$ cat src/rtl/mem_if_pkg.sv
// Shared widths, FSM state encoding and command codes for the memory-port arbiter.
package mem_if_pkg;
  localparam int ADDR_W = 28;
  localparam int LINE_W = 256;

  typedef enum logic [1:0] {IDLE, ISSUE, RESP} state_t;

  localparam logic CMD_RD = 1'b0;
  localparam logic CMD_WR = 1'b1;
endpackage

$ cat src/rtl/arb_prio_pick.sv
// Fixed-priority winner select for two requesters with a starvation guard:
// after MAX_SKIP contended losses the low-priority requester is forced to win.
module arb_prio_pick #(
  parameter int PRIO_PORT = 1,
  parameter int MAX_SKIP  = 4,
  localparam int SKIP_W   = $clog2(MAX_SKIP + 1)
) (
  input  logic              clk,
  input  logic              rst_n,
  input  logic [1:0]        req,
  input  logic              grant_en,
  output logic              winner,
  output logic [SKIP_W-1:0] skip_cnt
);

  localparam logic HI = 1'(PRIO_PORT);
  localparam logic LO = ~HI;

  logic starved;

  assign starved = (skip_cnt == SKIP_W'(MAX_SKIP));

  always_comb begin
    winner = HI;
    case (req)
      2'b01:   winner = 1'b0;
      2'b10:   winner = 1'b1;
      2'b11:   winner = starved ? LO : HI;
      default: winner = HI;
    endcase
  end

  // Only a contended loss counts as a skip; any grant to the low-priority side clears it.
  always_ff @(posedge clk) begin
    if (!rst_n) begin
      skip_cnt <= '0;
    end else if (grant_en && (req != 2'b00)) begin
      if (winner == LO)
        skip_cnt <= '0;
      else if ((req == 2'b11) && !starved)
        skip_cnt <= skip_cnt + 1'b1;
    end
  end

endmodule

$ cat src/rtl/mem_port_arbiter.sv
// Two-client (Icache=0, Dcache=1) arbiter in front of the DDR2 controller port:
// one line request in flight, one-cycle ready pulse back, sticky MC timeout flag.
module mem_port_arbiter
  import mem_if_pkg::*;
#(
  parameter int PRIO_PORT = 1,
  parameter int MAX_SKIP  = 4,
  parameter int TIMEOUT   = 255
) (
  input  logic              clk,
  input  logic              rst_n,
  input  logic [ADDR_W-1:0] c0_addr,
  input  logic [LINE_W-1:0] c0_data_wr,
  input  logic              c0_rw,
  input  logic              c0_valid,
  output logic              c0_ready,
  input  logic [ADDR_W-1:0] c1_addr,
  input  logic [LINE_W-1:0] c1_data_wr,
  input  logic              c1_rw,
  input  logic              c1_valid,
  output logic              c1_ready,
  output logic [LINE_W-1:0] c_data_rd,
  output logic [ADDR_W-1:0] mc_addr,
  output logic [LINE_W-1:0] mc_data_wr,
  output logic              mc_rw,
  output logic              mc_valid,
  input  logic              mc_ready,
  input  logic [LINE_W-1:0] mc_data_rd,
  output logic              error
);

  localparam int SKIP_W = $clog2(MAX_SKIP + 1);

  state_t            state;
  state_t            state_nxt;
  logic              grant_en;
  logic              win;
  logic              gnt;
  logic [7:0]        tmo_cnt;
  logic [SKIP_W-1:0] skip_cnt;

  arb_prio_pick #(
    .PRIO_PORT (PRIO_PORT),
    .MAX_SKIP  (MAX_SKIP)
  ) u_pick (
    .clk      (clk),
    .rst_n    (rst_n),
    .req      ({c1_valid, c0_valid}),
    .grant_en (grant_en),
    .winner   (win),
    .skip_cnt (skip_cnt)
  );

  always_ff @(posedge clk) begin
    if (!rst_n) state <= IDLE;
    else        state <= state_nxt;
  end

  always_comb begin
    state_nxt = state;
    grant_en  = 1'b0;
    case (state)
      IDLE: begin
        if (c0_valid || c1_valid) begin
          grant_en  = 1'b1;
          state_nxt = ISSUE;
        end
      end
      ISSUE:   if (mc_ready) state_nxt = RESP;
      RESP:    state_nxt = IDLE;
      default: state_nxt = IDLE;
    endcase
  end

  always_ff @(posedge clk) begin
    if (!rst_n) begin
      mc_addr    <= '0;
      mc_data_wr <= '0;
      mc_rw      <= CMD_RD;
      mc_valid   <= 1'b0;
      c_data_rd  <= '0;
      c0_ready   <= 1'b0;
      c1_ready   <= 1'b0;
      gnt        <= 1'b0;
      tmo_cnt    <= '0;
      error      <= 1'b0;
    end else begin
      case (state)
        IDLE: begin
          if (grant_en) begin
            mc_addr    <= win ? c1_addr    : c0_addr;
            mc_data_wr <= win ? c1_data_wr : c0_data_wr;
            mc_rw      <= win ? c1_rw      : c0_rw;
            mc_valid   <= 1'b1;
            gnt        <= win;
            tmo_cnt    <= '0;
          end
        end
        ISSUE: begin
          // Counter saturates; error only flags, the MC is still waited on.
          if (tmo_cnt != '1)
            tmo_cnt <= tmo_cnt + 8'd1;
          if (tmo_cnt >= 8'(TIMEOUT - 1))
            error <= 1'b1;
          if (mc_ready) begin
            mc_valid  <= 1'b0;
            c_data_rd <= mc_data_rd;
            c0_ready  <= ~gnt;
            c1_ready  <= gnt;
          end
        end
        RESP: begin
          c0_ready <= 1'b0;
          c1_ready <= 1'b0;
        end
        default: ;
      endcase
    end
  end

  a_skip_bound: assert property (@(posedge clk) disable iff (!rst_n)
    skip_cnt <= SKIP_W'(MAX_SKIP));

endmodule
$ cat config.mk
export PLATFORM = sky130hd
export DESIGN_NAME = mem_port_arbiter
export DESIGN_NICKNAME = d
export VERILOG_FILES = /design/src/rtl/mem_if_pkg.sv /design/src/rtl/arb_prio_pick.sv /design/src/rtl/mem_port_arbiter.sv
export SDC_FILE = /design/constraint.sdc
export NUM_CORES = 1
export LEC_CHECK = 0
export BUFFER_PORTS_ARGS = -buffer_cell sky130_fd_sc_hd__buf_4
export CORE_AREA = 2 2 532 534
export CTS_BUF_LIST = sky130_fd_sc_hd__clkbuf_8 sky130_fd_sc_hd__clkbuf_16
export CTS_CLUSTER_SIZE = 25
export DETAILED_ROUTE_END_ITERATION = 7
export DIE_AREA = 0 0 534 536
export PLACE_DENSITY_LB_ADDON = 0.08
export SETUP_SLACK_MARGIN = 0.3
export SYNTH_ARGS = -nofsm -noshare
export SYNTH_HDL_FRONTEND = slang
export SYNTH_SLANG_ARGS = --single-unit
$ cat constraint.sdc
create_clock -name clk -period 2.2 [get_ports clk]
set_input_delay 0.22 -clock clk [delete_from_list [all_inputs] [get_ports clk]]
set_output_delay 0.22 -clock clk [all_outputs]
set_load 0.02 [all_outputs]
# Yosys cells after proc, flatten, opt, wreduce, memory -nomap -nowiden
# Cells that the tools add are included.
dict set report totals {
  register_bits 559
  output_inout_bits 545
  input_bits 831
  wordCells 65
}
dict set report op_classes {
  n_mux 22
  add_sub_neg 2
  reduce_logical 16
  n_bitwise 1
  order_cmp 1
  eq_ne 11
}
# op n
set ops {}
lappend ops {{$mux 256} 1}
lappend ops {{$mux 28} 1}
lappend ops {{$mux 8} 2}
lappend ops {{$pmux 8 s2} 1}
lappend ops {{$reduce_and 2->1} 6}
lappend ops {{$add 8x1->8 const B} 1}
lappend ops {{$ge 8x8->1 const B} 1}
lappend ops {{$mux 1} 8}
lappend ops {{$ne 8x8->1 const B} 1}
lappend ops {{$pmux 1 s2} 4}
lappend ops {{$mux 3} 2}
lappend ops {{$ne 2x2->1 const B} 3}
lappend ops {{$reduce_and 3->1} 2}
lappend ops {{$reduce_bool 2->1} 3}
lappend ops {{$eq 2x1->1 const B} 2}
lappend ops {{$eq 2x2->1 const B} 2}
lappend ops {{$mux 2} 2}
lappend ops {{$ne 2x1->1 const B} 2}
lappend ops {{$pmux 2 s2} 1}
lappend ops {{$add 3x1->3 const B} 1}
lappend ops {{$eq 3x3->1 const B} 1}
lappend ops {{$logic_and 1x1->1} 2}
lappend ops {{$logic_not 2->1} 1}
lappend ops {{$logic_not 1->1} 1}
lappend ops {{other kinds (2)} 2}

# Longest topological paths before layout
# Gate-level depths: netlist (run 1).
dict set report depth {
  word_depth 5
  ltp_mapped 9
  depth_no_buf 6
}

# Hierarchy
# Synthesis (run 1) repeated with hierarchy kept, for this count alone.
dict set report unflattened {
  cells_unflattened 2490
  area_unflattened_um2 23630.2
}
# module seq_area_each_um2 instances area_per_inst_um2 cells_each
set by_module_without_submodules {}
lappend by_module_without_submodules {mem_port_arbiter 11130.7 1 23451.2 2468}
lappend by_module_without_submodules {arb_prio_pick 60.1 1 178.9 22}

# Worst setup path after synthesis (run 1)
# Ideal clock, no wire load.
dict set report synth_path {
  path_type {register -> register}
  start {register u_pick.skip_cnt[0]}
  end {register mc_data_wr[102]}
  setup_slack_ps 554
  required_time_ps 2074
  n_path_buf 3
  period_less_slack_ps 1646
  arrival_ps 1521
  setup_time_ps 126
  stages_incl_launch_ff 10
  path_cell_list {dfxtp_1 -> inv_1 -> ha_1 -> a21bo_4 -> and2_1 -> buf_4 -> buf_6 -> buf_2 -> nand2_1 -> a31oi_1}
}
dict set report synth_via {
  elab_chain_cells 4
}
# item line
set synth_rtl {}
lappend synth_rtl {{start: declaration} arb_prio_pick.sv:13} ;# output logic [SKIP_W-1:0] skip_cnt
lappend synth_rtl {{start signal: assignment} arb_prio_pick.sv:41} ;# skip_cnt <= skip_cnt + 1'b1;
lappend synth_rtl {{$eq 3x3->1} arb_prio_pick.sv:21} ;# assign starved = (skip_cnt == SKIP_W'(MAX_SKIP));
lappend synth_rtl {{$mux 1} arb_prio_pick.sv:28} ;# 2'b11: winner = starved ? LO : HI;
lappend synth_rtl {{$pmux 1 s2} arb_prio_pick.sv:25} ;# case (req)
lappend synth_rtl {{$mux 256} mem_port_arbiter.sv:92} ;# mc_data_wr <= win ? c1_data_wr : c0_data_wr;
lappend synth_rtl {{end signal: assignment} mem_port_arbiter.sv:92}
lappend synth_rtl {{end: declaration} mem_port_arbiter.sv:24} ;# output logic [LINE_W-1:0] mc_data_wr,
# Every way passes these cells.
# A chain may end at the register's enable or synchronous reset.

# Worst setup path after layout (run 1)
dict set report layout_path {
  start {register u_pick.skip_cnt[1]}
  end {register mc_data_wr[125]}
}
# Same word-level chain as after synthesis.

==> results.json, run 1 <==
{
  "root_buffer": "clkbuf_16",
  "fmax_ghz": 0.547,
  "globalRoute.totalOverflow": 0,
  "wl_per_cell_microns": 20.1,
  "dp.cells": 7799,
  "dieArea_sq_um": 286000,
  "die_w_microns": 534,
  "max_slew_margin_pct": 63.2,
  "synth.avg_cell_area_sq_um": 7.72,
  "cts_tree": "built",
  "synthFlopType": "dfxtp_1",
  "synth.distinct_cells": 40,
  "clock_sinks": 559,
  "drt-initial-drc-count": 1025,
  "crit_type": "reg2reg",
  "final_cells": 8849,
  "status": "finished clean",
  "maxCapViolations": 0,
  "multi_input_area_sq_um": 9130,
  "power.total_uw": 34600,
  "p_leak_uw": 0.0205,
  "path_max_fanout": 8,
  "synth_edf_count": 0,
  "fin_worst_skew_ns": 0.0446,
  "fillers": 32179,
  "setup_viol": 0,
  "antenna_found_initial": 46,
  "end_kind": "register",
  "yosys_warnings": 0,
  "grt_pass1_wl_microns": 240000,
  "clock_latency_ns": 0.79,
  "ant_nets": 0,
  "route.detailed.drc": 0,
  "core_area_sq_um": 281000,
  "drive_gt1_share_pct": 33.3,
  "io_pins": 1376,
  "worstPathArrival_ns": 2.47,
  "synth.cell_area_sq_um": 21600,
  "tns_ns": 0,
  "dp_hpwl_microns": 139000,
  "worst_pin_slew_ns": 0.551,
  "grt_usage_pct": 11.7,
  "dr.pass1.iters": 5,
  "gp_congestion": 0.771,
  "yosysSeqAreaShare_pct": 51.7,
  "powerDensity_nw_per_um2": 709,
  "grt_max_degree": 83,
  "num_rows": 195,
  "grt_pass1_vias": 29943,
  "synthArstFlopShare_pct": 0,
  "synthCells": 2802,
  "ys_ff_latch": 559,
  "timing.critical_path.required_ns": 2.84,
  "vias_per_cell": 3.22,
  "nets": 5849,
  "vdd_ir_drop_max_mv": 0.572,
  "area.growth.synth_to_final_pct": 126,
  "initial_utilization_pct": 7.71,
  "syn_nets": 3637,
  "rsz0062_at_grt": "yes",
  "finalCritPeriodShare_pct": 83.0,
  "hold_viol_final": 0,
  "place_ws_ns": 0.214,
  "wl_microns": 178000,
  "vias": 28468,
  "port-buffer-count": 1375,
  "holdWs_ns": 0.205,
  "startpoint_type": "register",
  "layout_setup_ws_ns": 0.373,
  "cts_max_level": 3,
  "clk_pin_slew_worst_paths_ns": 0.06,
  "seqCellArea_sq_um": 11200,
  "fp.dieH_microns": 536,
  "finalCriticalPeriod_ns": 1.83,
  "cts_buffers": 93,
  "drv_slew": 0,
  "holdCritPathClass": "in2reg",
  "clock_path_buffers": 4
}
-- path summary, 6_finish.rpt --
path | startpoint | endpoint | slack (ns) | cells after the start
setup / recovery | u_pick.skip_cnt[1] | mc_data_wr[125] | 0.37 | 9
hold / removal | mc_data_rd[190] | c_data_rd[190] | 0.21 | 4
setup reg to reg | u_pick.skip_cnt[1] | mc_data_wr[125] | 0.37 | 9
hold reg to reg | c_data_rd[159] | c_data_rd[159] | 0.45 | 2
-- layer usage --
layer	GRT usage [%]	part of all wire [%]
met3	4.17	8.3
met4	4.08	3.3
met2	20.3	48
met1	13.2	40
met5	0	0.053
-- layout make-up --
| type | count | area share [%] |
|---|---|---|
| Antenna cell | 31 | 0.159 |
| Clock buffer | 112 | 5.30 |
| Clock inverter | 44 | 0.825 |
| Inverter | 7 | 0.0692 |
| Multi-Input combinational cell | 1988 | 18.7 |
| Sequential cell | 559 | 22.9 |
| Tap cell | 3743 | 9.59 |
| Timing Repair Buffer | 2365 | 42.4 |
-- logic make-up (layout without fill, tap and decap cells) --
| group | Yosys count | in the layout | share of synthesized area (%) |
|---|---|---|---|
| other cells | 0 | 31 | 0 |
| xor+xnor | 1 | 1 | 0.0405 |
| compound gates | 858 | 858 | 21.8 |
| fa+ha+maj | 4 | 4 | 0.231 |
| buf+inv | 255 | 2528 | 6.40 |
| simple gates | 1125 | 1125 | 19.8 |
| flops | 559 | 559 | 51.7 |
-- cells in the final DEF (no fill, tap or decap), drive strengths merged, types with 4 or more instances in the layout --
cell,count
a21oi,261
a31oi,286
ha,4
clkbuf,122
dlygate4sd3,831
clkinv,15
bufinv,6
nor2,15
inv,30
diode,31
nand2,1090
o21ai,295
buf,1523
nand3,4
dfxtp,559
-- sequential cells by signal, summed over array words and instances, names as in the netlist --
| signal | cells |
|---|---|
| state | 2 |
| gnt | 1 |
| c1_ready | 1 |
| error | 1 |
| tmo_cnt | 8 |
| mc_addr | 28 |
| mc_data_wr | 256 |
| mc_rw | 1 |
| mc_valid | 1 |
| u_pick.skip_cnt | 3 |
| c_data_rd | 256 |
| c0_ready | 1 |
-- synth_stat cells (all sizes together), types with 2 or more instances --
cell	instances	area [sq um]
nand2	1090	4100
dfxtp	559	11200
o21ai	295	1480
a31oi	286	1790
a21oi	261	1310
buf	159	1020
clkbuf	89	334
nor2	15	66.3
inv	7	26.3
ha	4	50.1
nand3	4	20.0
a22oi	3	22.5
nor3	3	15.0
o22a	3	26.3
a21o	2	15.0
a22o	2	17.5
and2	2	12.5
and3	2	12.5
o21a	2	15.0
-- per-stage QoR --
stage               utilization, %  cell area (sq um)
finish                        17.4              48800
global route                  17.4              48800
CTS                           17.2              48200
detailed placement            13.1              36800
global placement              13.1              36800
floorplan                        -              21600
-- worst max-delay path, cell delays in order (launching register included) --
cell       delay (ns)
dfxtp_2          0.34
inv_2            0.05
ha_4             0.15
a21bo_4          0.24
and2_4           0.18
buf_12           0.16
buf_16           0.20
clkbuf_16        0.16
nand2_1          0.06
a31oi_1          0.08
-- power by group --
| group | internal, uW | switching, uW |
|---|---|---|
| Sequential | 11000 | 524 |
| Combinational | 3890 | 4260 |
| Clock | 8970 | 6020 |
| Total | 23800 | 10800 |
-- timing repair --
item                                    in CTS  in global routing
endpoints found under the hold margin      548                  0
gates cloned                                 1                 11
hold buffers                               831                  0
resized for setup                            5                 22
buffers inserted                             3                 17
pin swaps                                    0                 15
endpoints found under the setup margin      89                270
Power figures use the tool's default switching activity.
==> inputs of run 2 (changes only) <==
- clock period: 2.2 -> 1.85 ns (I/O delays scaled with it)
==> run 2 against run 1 <==
  * Utilization increased by 1.3 points
  * Sequential cell count stayed put
  * Register-to-register slack got worse by 0.32 ns
  * Global-route usage increased by 0.77 points
  * Non-clock buffer count is 109 higher
  * Fmax rose by 1.8%
  * Wire length is 7.7% higher
  * Hold slack worse by 0.0082 ns
  * Die area is the same
  * Sequential share of layout area fell by 1.5 points
  * Critical endpoint is now mc_data_wr[82]
==> results.json, run 2 (synthesis gave the netlist of run 1 again) <==
{
  "status": "finished clean",
  "tns_ns": 0,
  "gp_congestion": 0.799,
  "grt_pass1_vias": 30732,
  "path_max_fanout": 8,
  "io_pins": 1376,
  "drv_slew": 0,
  "stdcell_area_sq_um": 52500,
  "dr.pass1.iters": 8,
  "fmax_ghz": 0.557,
  "antenna_found_initial": 59,
  "cts_buffers": 92,
  "port-buffer-count": 1375,
  "largestRegisters": "c_data_rd: 256 flops, mc_data_wr: 256 flops, mc_addr: 28 flops",
  "clock_sinks": 559,
  "dp_hpwl_microns": 146000,
  "maxCapViolations": 0,
  "drive_gt1_share_pct": 39.2,
  "max_slew_margin_pct": 67.2,
  "vdd_ir_drop_max_mv": 0.608,
  "grt_usage_pct": 12.5,
  "combinationalPowerShare_pct": 25.6,
  "core_area_sq_um": 281000,
  "worstPathArrival_ns": 2.44,
  "finalCritPeriodShare_pct": 97.0,
  "grt_pass1_wl_microns": 252000,
  "place_ws_ns": -0.0179,
  "area.growth.synth_to_final_pct": 143,
  "placed_cell_area_sq_um": 37300,
  "grt_max_degree": 69,
  "layout_setup_ws_ns": 0.0556,
  "route.detailed.drc": 0,
  "num_rows": 195,
  "vias_per_cell": 3.27,
  "wl_per_cell_microns": 21.4,
  "root_buffer": "clkbuf_16",
  "clock_path_buffers": 4,
  "power.total_uw": 42800,
  "dp.cells": 7829,
  "vias": 29310,
  "rsz0062_at_grt": "yes",
  "globalRoute.totalOverflow": 0,
  "crit_type": "reg2reg",
  "fillers": 31855,
  "clock_power_share_pct": 42.3,
  "initial_utilization_pct": 7.71,
  "setup_viol": 0,
  "final_cells": 8971,
  "drt-initial-drc-count": 1105,
  "end_kind": "register",
  "clk_pin_slew_worst_paths_ns": 0.06,
  "ant_nets": 0,
  "timing.critical_path.required_ns": 2.50,
  "power_switching_share_pct": 31.5,
  "pwr-share-seq_pct": 32.1,
  "startpoint_type": "register",
  "p_leak_uw": 0.0223,
  "mostFrequentLayoutCells": "buf_4 (1,460), nand2_1 (901), dlygate4sd3_1 (830)",
  "die_w_microns": 534,
  "clock_latency_ns": 0.78,
  "nets": 5957,
  "switching_power_uw": 13500,
  "hold_viol_final": 0,
  "fin_worst_skew_ns": 0.0291,
  "fp.dieH_microns": 536,
  "cts_max_level": 3,
  "dieArea_sq_um": 286000,
  "cts_tree": "built",
  "powerDensity_nw_per_um2": 815,
  "worst_pin_slew_ns": 0.492,
  "finalCriticalPeriod_ns": 1.79,
  "mostFrequentLayoutCell": "buf_4",
  "p_int_uw": 29300,
  "holdCritPathClass": "in2reg",
  "wl_microns": 192000
}
==> run 2: cell count changes in the layout (fill, tap and decap cells not counted), sizes merged <==
cell / previous run / this run
clkbuf: 122 / 136
bufbuf: 1 / 5
clkinv: 15 / 13
buf: 1523 / 1614
diode: 31 / 38
clkinvlp: 0 / 3
inv: 30 / 34
dlygate4sd3: 831 / 830
bufinv: 6 / 8
==> run 2: final timing paths <==
kind                                       end               start  cells after the start  slack, ns
worst max-delay path            mc_data_wr[82]  u_pick.skip_cnt[0]                      9       0.06
worst min register to register  c_data_rd[204]      c_data_rd[204]                      2       0.45
worst max register to register  mc_data_wr[82]  u_pick.skip_cnt[0]                      9       0.06
worst min-delay path             c_data_rd[31]      mc_data_rd[31]                      4       0.20
==> run 2: per-layer routing <==
layer	GRT usage [%]	routed length (microns)
met5	0	182
met2	21.6	93200
met3	4.78	16100
met4	3.22	4740
met1	14.3	77500
==> run 2: timing repair <==
action / CTS / global route
hold buffers: 830 / 0
pin swaps: 49 / 228
hold endpoints to repair: 549 / 0
cloned: 22 / 27
endpoints found under the setup margin: 965 / 901
gates resized for setup: 161 / 325
setup buffers: 51 / 12
==> run 2: worst max-delay path, stage by stage, from the launching register on <==
cell	delay [ns]
dfxtp_2	0.34
inv_2	0.05
ha_4	0.15
a21bo_4	0.23
and2_4	0.18
buf_12	0.15
buf_16	0.16
clkbuf_16	0.21
nand2_1	0.07
a31oi_1	0.07
==> run 2: stage by stage <==
stage               hold slack, ns  util (%)
floorplan                    0.286         -
finish                       0.197      18.7
CTS                         0.0874      17.9
detailed placement           0.444      13.3
global route                 0.131      18.7
global placement             0.433      13.3
==> run 2: power by group through the flow <==
| stage | registers (uW) | logic [uW] | clock network (uW) |
|---|---|---|---|
| 6_report | 13700 | 11000 | 18100 |
| 5_1_grt | 13900 | 11800 | 19400 |
| 4_1_cts | 13800 | 10600 | 19000 |
| 3_5_place_dp | 14000 | 8290 | 0 |
| 3_3_place_gp | 14000 | 8320 | 0 |
| 2_1_floorplan | 14900 | 2190 | 0 |
==> run 2: area by class of cell <==
class	instances	area, sq um	area share [%]
clock buffers	111	2570	4.90
multi-input cells	1988	10400	19.8
well taps	3743	4680	8.91
repair buffers	2474	23000	43.9
flip-flops and latches	559	11200	21.4
diodes	38	95.1	0.181
clock inverters	51	467	0.888
inverters	7	33.8	0.0643
==> inputs of run 3 (changes only) <==
- SETUP_SLACK_MARGIN: 0.3 -> unset
==> run 3 against run 2 <==
  * Design area fell by 6.6%
  * Total power decreased by 5.4%
  * Register-to-register slack got worse by 0.02 ns
  * Sequential share of layout area is 1.4 points higher
  * Combinational power fell by 11%
  * First-iteration DRC count grew 2.3%
  * Sequential cell count is the same
  * Via count decreased by 2.5%
  * Global-route usage fell by 0.82 points
  * Critical path type unchanged
  * Largest cell class unchanged
==> results.json, run 3 (synthesis gave the netlist of run 1 again) <==
{
  "drive_gt1_share_pct": 34.2,
  "cts_buffers": 93,
  "r2r_cells": 9,
  "antenna_found_initial": 49,
  "hold_path_depth": 4,
  "fmax_ghz": 0.552,
  "dr.pass1.iters": 5,
  "grt_pass1_wl_microns": 240000,
  "vias_per_cell": 3.22,
  "vdd_ir_drop_max_mv": 0.559,
  "wl_per_cell_microns": 20.0,
  "max_slew_margin_pct": 66.8,
  "dieArea_sq_um": 286000,
  "min_from": "mc_data_rd[116]",
  "dp.cells": 7835,
  "fp.dieH_microns": 536,
  "setup_viol": 0,
  "initial_utilization_pct": 7.71,
  "dp_hpwl_microns": 139000,
  "drv_slew": 0,
  "holdCritPathClass": "in2reg",
  "worstHoldEndpoint": "c_data_rd[116]",
  "clock_latency_ns": 0.78,
  "die_w_microns": 534,
  "largestRegisters": "c_data_rd: 256 flops, mc_data_wr: 256 flops, mc_addr: 28 flops",
  "worst_pin_slew_ns": 0.498,
  "nets": 5865,
  "core_area_sq_um": 281000,
  "ant_nets": 0,
  "io_pins": 1376,
  "area.growth.synth_to_final_pct": 127,
  "fillers": 32046,
  "route.detailed.drc": 0,
  "port-buffer-count": 1375,
  "finalCriticalPeriod_ns": 1.81,
  "timing.critical_path.required_ns": 2.49,
  "drt-initial-drc-count": 1130,
  "finish.utilization_pct": 17.5,
  "path_max_fanout": 7,
  "grt_pass1_vias": 29794,
  "cts_tree": "built",
  "grt_max_degree": 110,
  "fin_worst_skew_ns": 0.0276,
  "crit_type": "reg2reg",
  "startpoint_type": "register",
  "hold_viol_final": 0,
  "mostFrequentLayoutCells": "buf_4 (1,480), nand2_1 (1,045), dlygate4sd3_1 (831)",
  "end_kind": "register",
  "mostFrequentLayoutCell": "buf_4",
  "powerDensity_nw_per_um2": 826,
  "num_rows": 195,
  "worstPathArrival_ns": 2.45,
  "p_leak_uw": 0.0207,
  "clock_path_buffers": 4,
  "root_buffer": "clkbuf_16",
  "rr_endpoint": "mc_data_wr[58]",
  "cts_max_level": 3,
  "grt_usage_pct": 11.7,
  "maxCapViolations": 0,
  "final_cells": 8873,
  "rsz0062_at_grt": "yes",
  "vias": 28570,
  "finalCritPeriodShare_pct": 97.9,
  "clock_sinks": 559,
  "gp_congestion": 0.773,
  "r2r_slack_ns": 0.04,
  "status": "finished clean",
  "clk_pin_slew_worst_paths_ns": 0.05,
  "globalRoute.totalOverflow": 0,
  "regToRegStartpoint": "u_pick.skip_cnt[0]",
  "wl_microns": 178000
}
[run 3: per-layer routing]
layer  vias to the layer above  wire [microns]  global-route usage, %
met5                         -              63                      0
met4                        10            2700                   2.06
met3                       155           14200                   4.09
met2                      1080           88500                   20.8
met1                     13298           72100                   13.4
li1                      14027               -                      -
[run 3: what timing repair did]
item / CTS / global route
endpoints found under the hold margin: 550 / 0
gates cloned: 0 / 9
resized for setup: 2 / 96
buffers inserted: 2 / 1
endpoints found under the setup margin: 2 / 142
pin swaps: 0 / 70
hold buffers: 831 / 0
[run 3: final cells by class]
cell class | instances | area (sq um) | area share, %
Inverter | 7 | 33.8 | 0.0689
Tap cell | 3743 | 4680 | 9.55
Sequential cell | 559 | 11200 | 22.8
Clock inverter | 48 | 310 | 0.633
Timing Repair Buffer | 2381 | 20900 | 42.5
Multi-Input combinational cell | 1988 | 9340 | 19.1
Clock buffer | 108 | 2530 | 5.17
Antenna cell | 39 | 97.6 | 0.199
[run 3: how the worst max path moves through the flow]
| stage | start | end | slack, ns | cells after the start |
|---|---|---|---|---|
| 2_1_floorplan | u_pick.skip_cnt[0] | mc_data_wr[102] | 0.20 | 9 |
| 5_1_grt | u_pick.skip_cnt[0] | mc_data_wr[163] | -0.08 | 8 |
| 3_5_place_dp | state[0] | c_data_rd[88] | 0.0004 | 6 |
| 4_1_cts | u_pick.skip_cnt[0] | mc_data_wr[64] | -0.0001 | 9 |
| 3_3_place_gp | u_pick.skip_cnt[0] | mc_data_wr[13] | 0.02 | 9 |
| 6_report | u_pick.skip_cnt[0] | mc_data_wr[58] | 0.04 | 9 |
[run 3: worst max-delay path, stage by stage, from the launching register on]
cell and delay [ns]:
dfxtp_2 0.33, inv_2 0.04, ha_4 0.14, a21bo_4 0.23, and2_4 0.22, buf_16 0.17
buf_16 0.16, clkbuf_16 0.19, nand2_2 0.06, a31oi_1 0.07
[run 3: stage by stage]
stage	power [uW]	hold slack [ns]	TNS, ns	instance area (sq um)	setup slack [ns]
after global placement	22100	0.436	0	37100	0.0155
after CTS	41600	0.0807	-0.0000973	48300	-0.0000973
after detailed placement	22100	0.442	0	37100	0.000439
final	40500	0.191	0	49000	0.0388
after global routing	42700	0.127	-2.30	49000	-0.0786
after floorplan	17000	0.286	0	21600	0.204
[run 3: power by group]
group	switching [uW]	internal (uW)
clock	7060	10000
sequential	611	13000
combinational	5110	4650
total	12800	27700
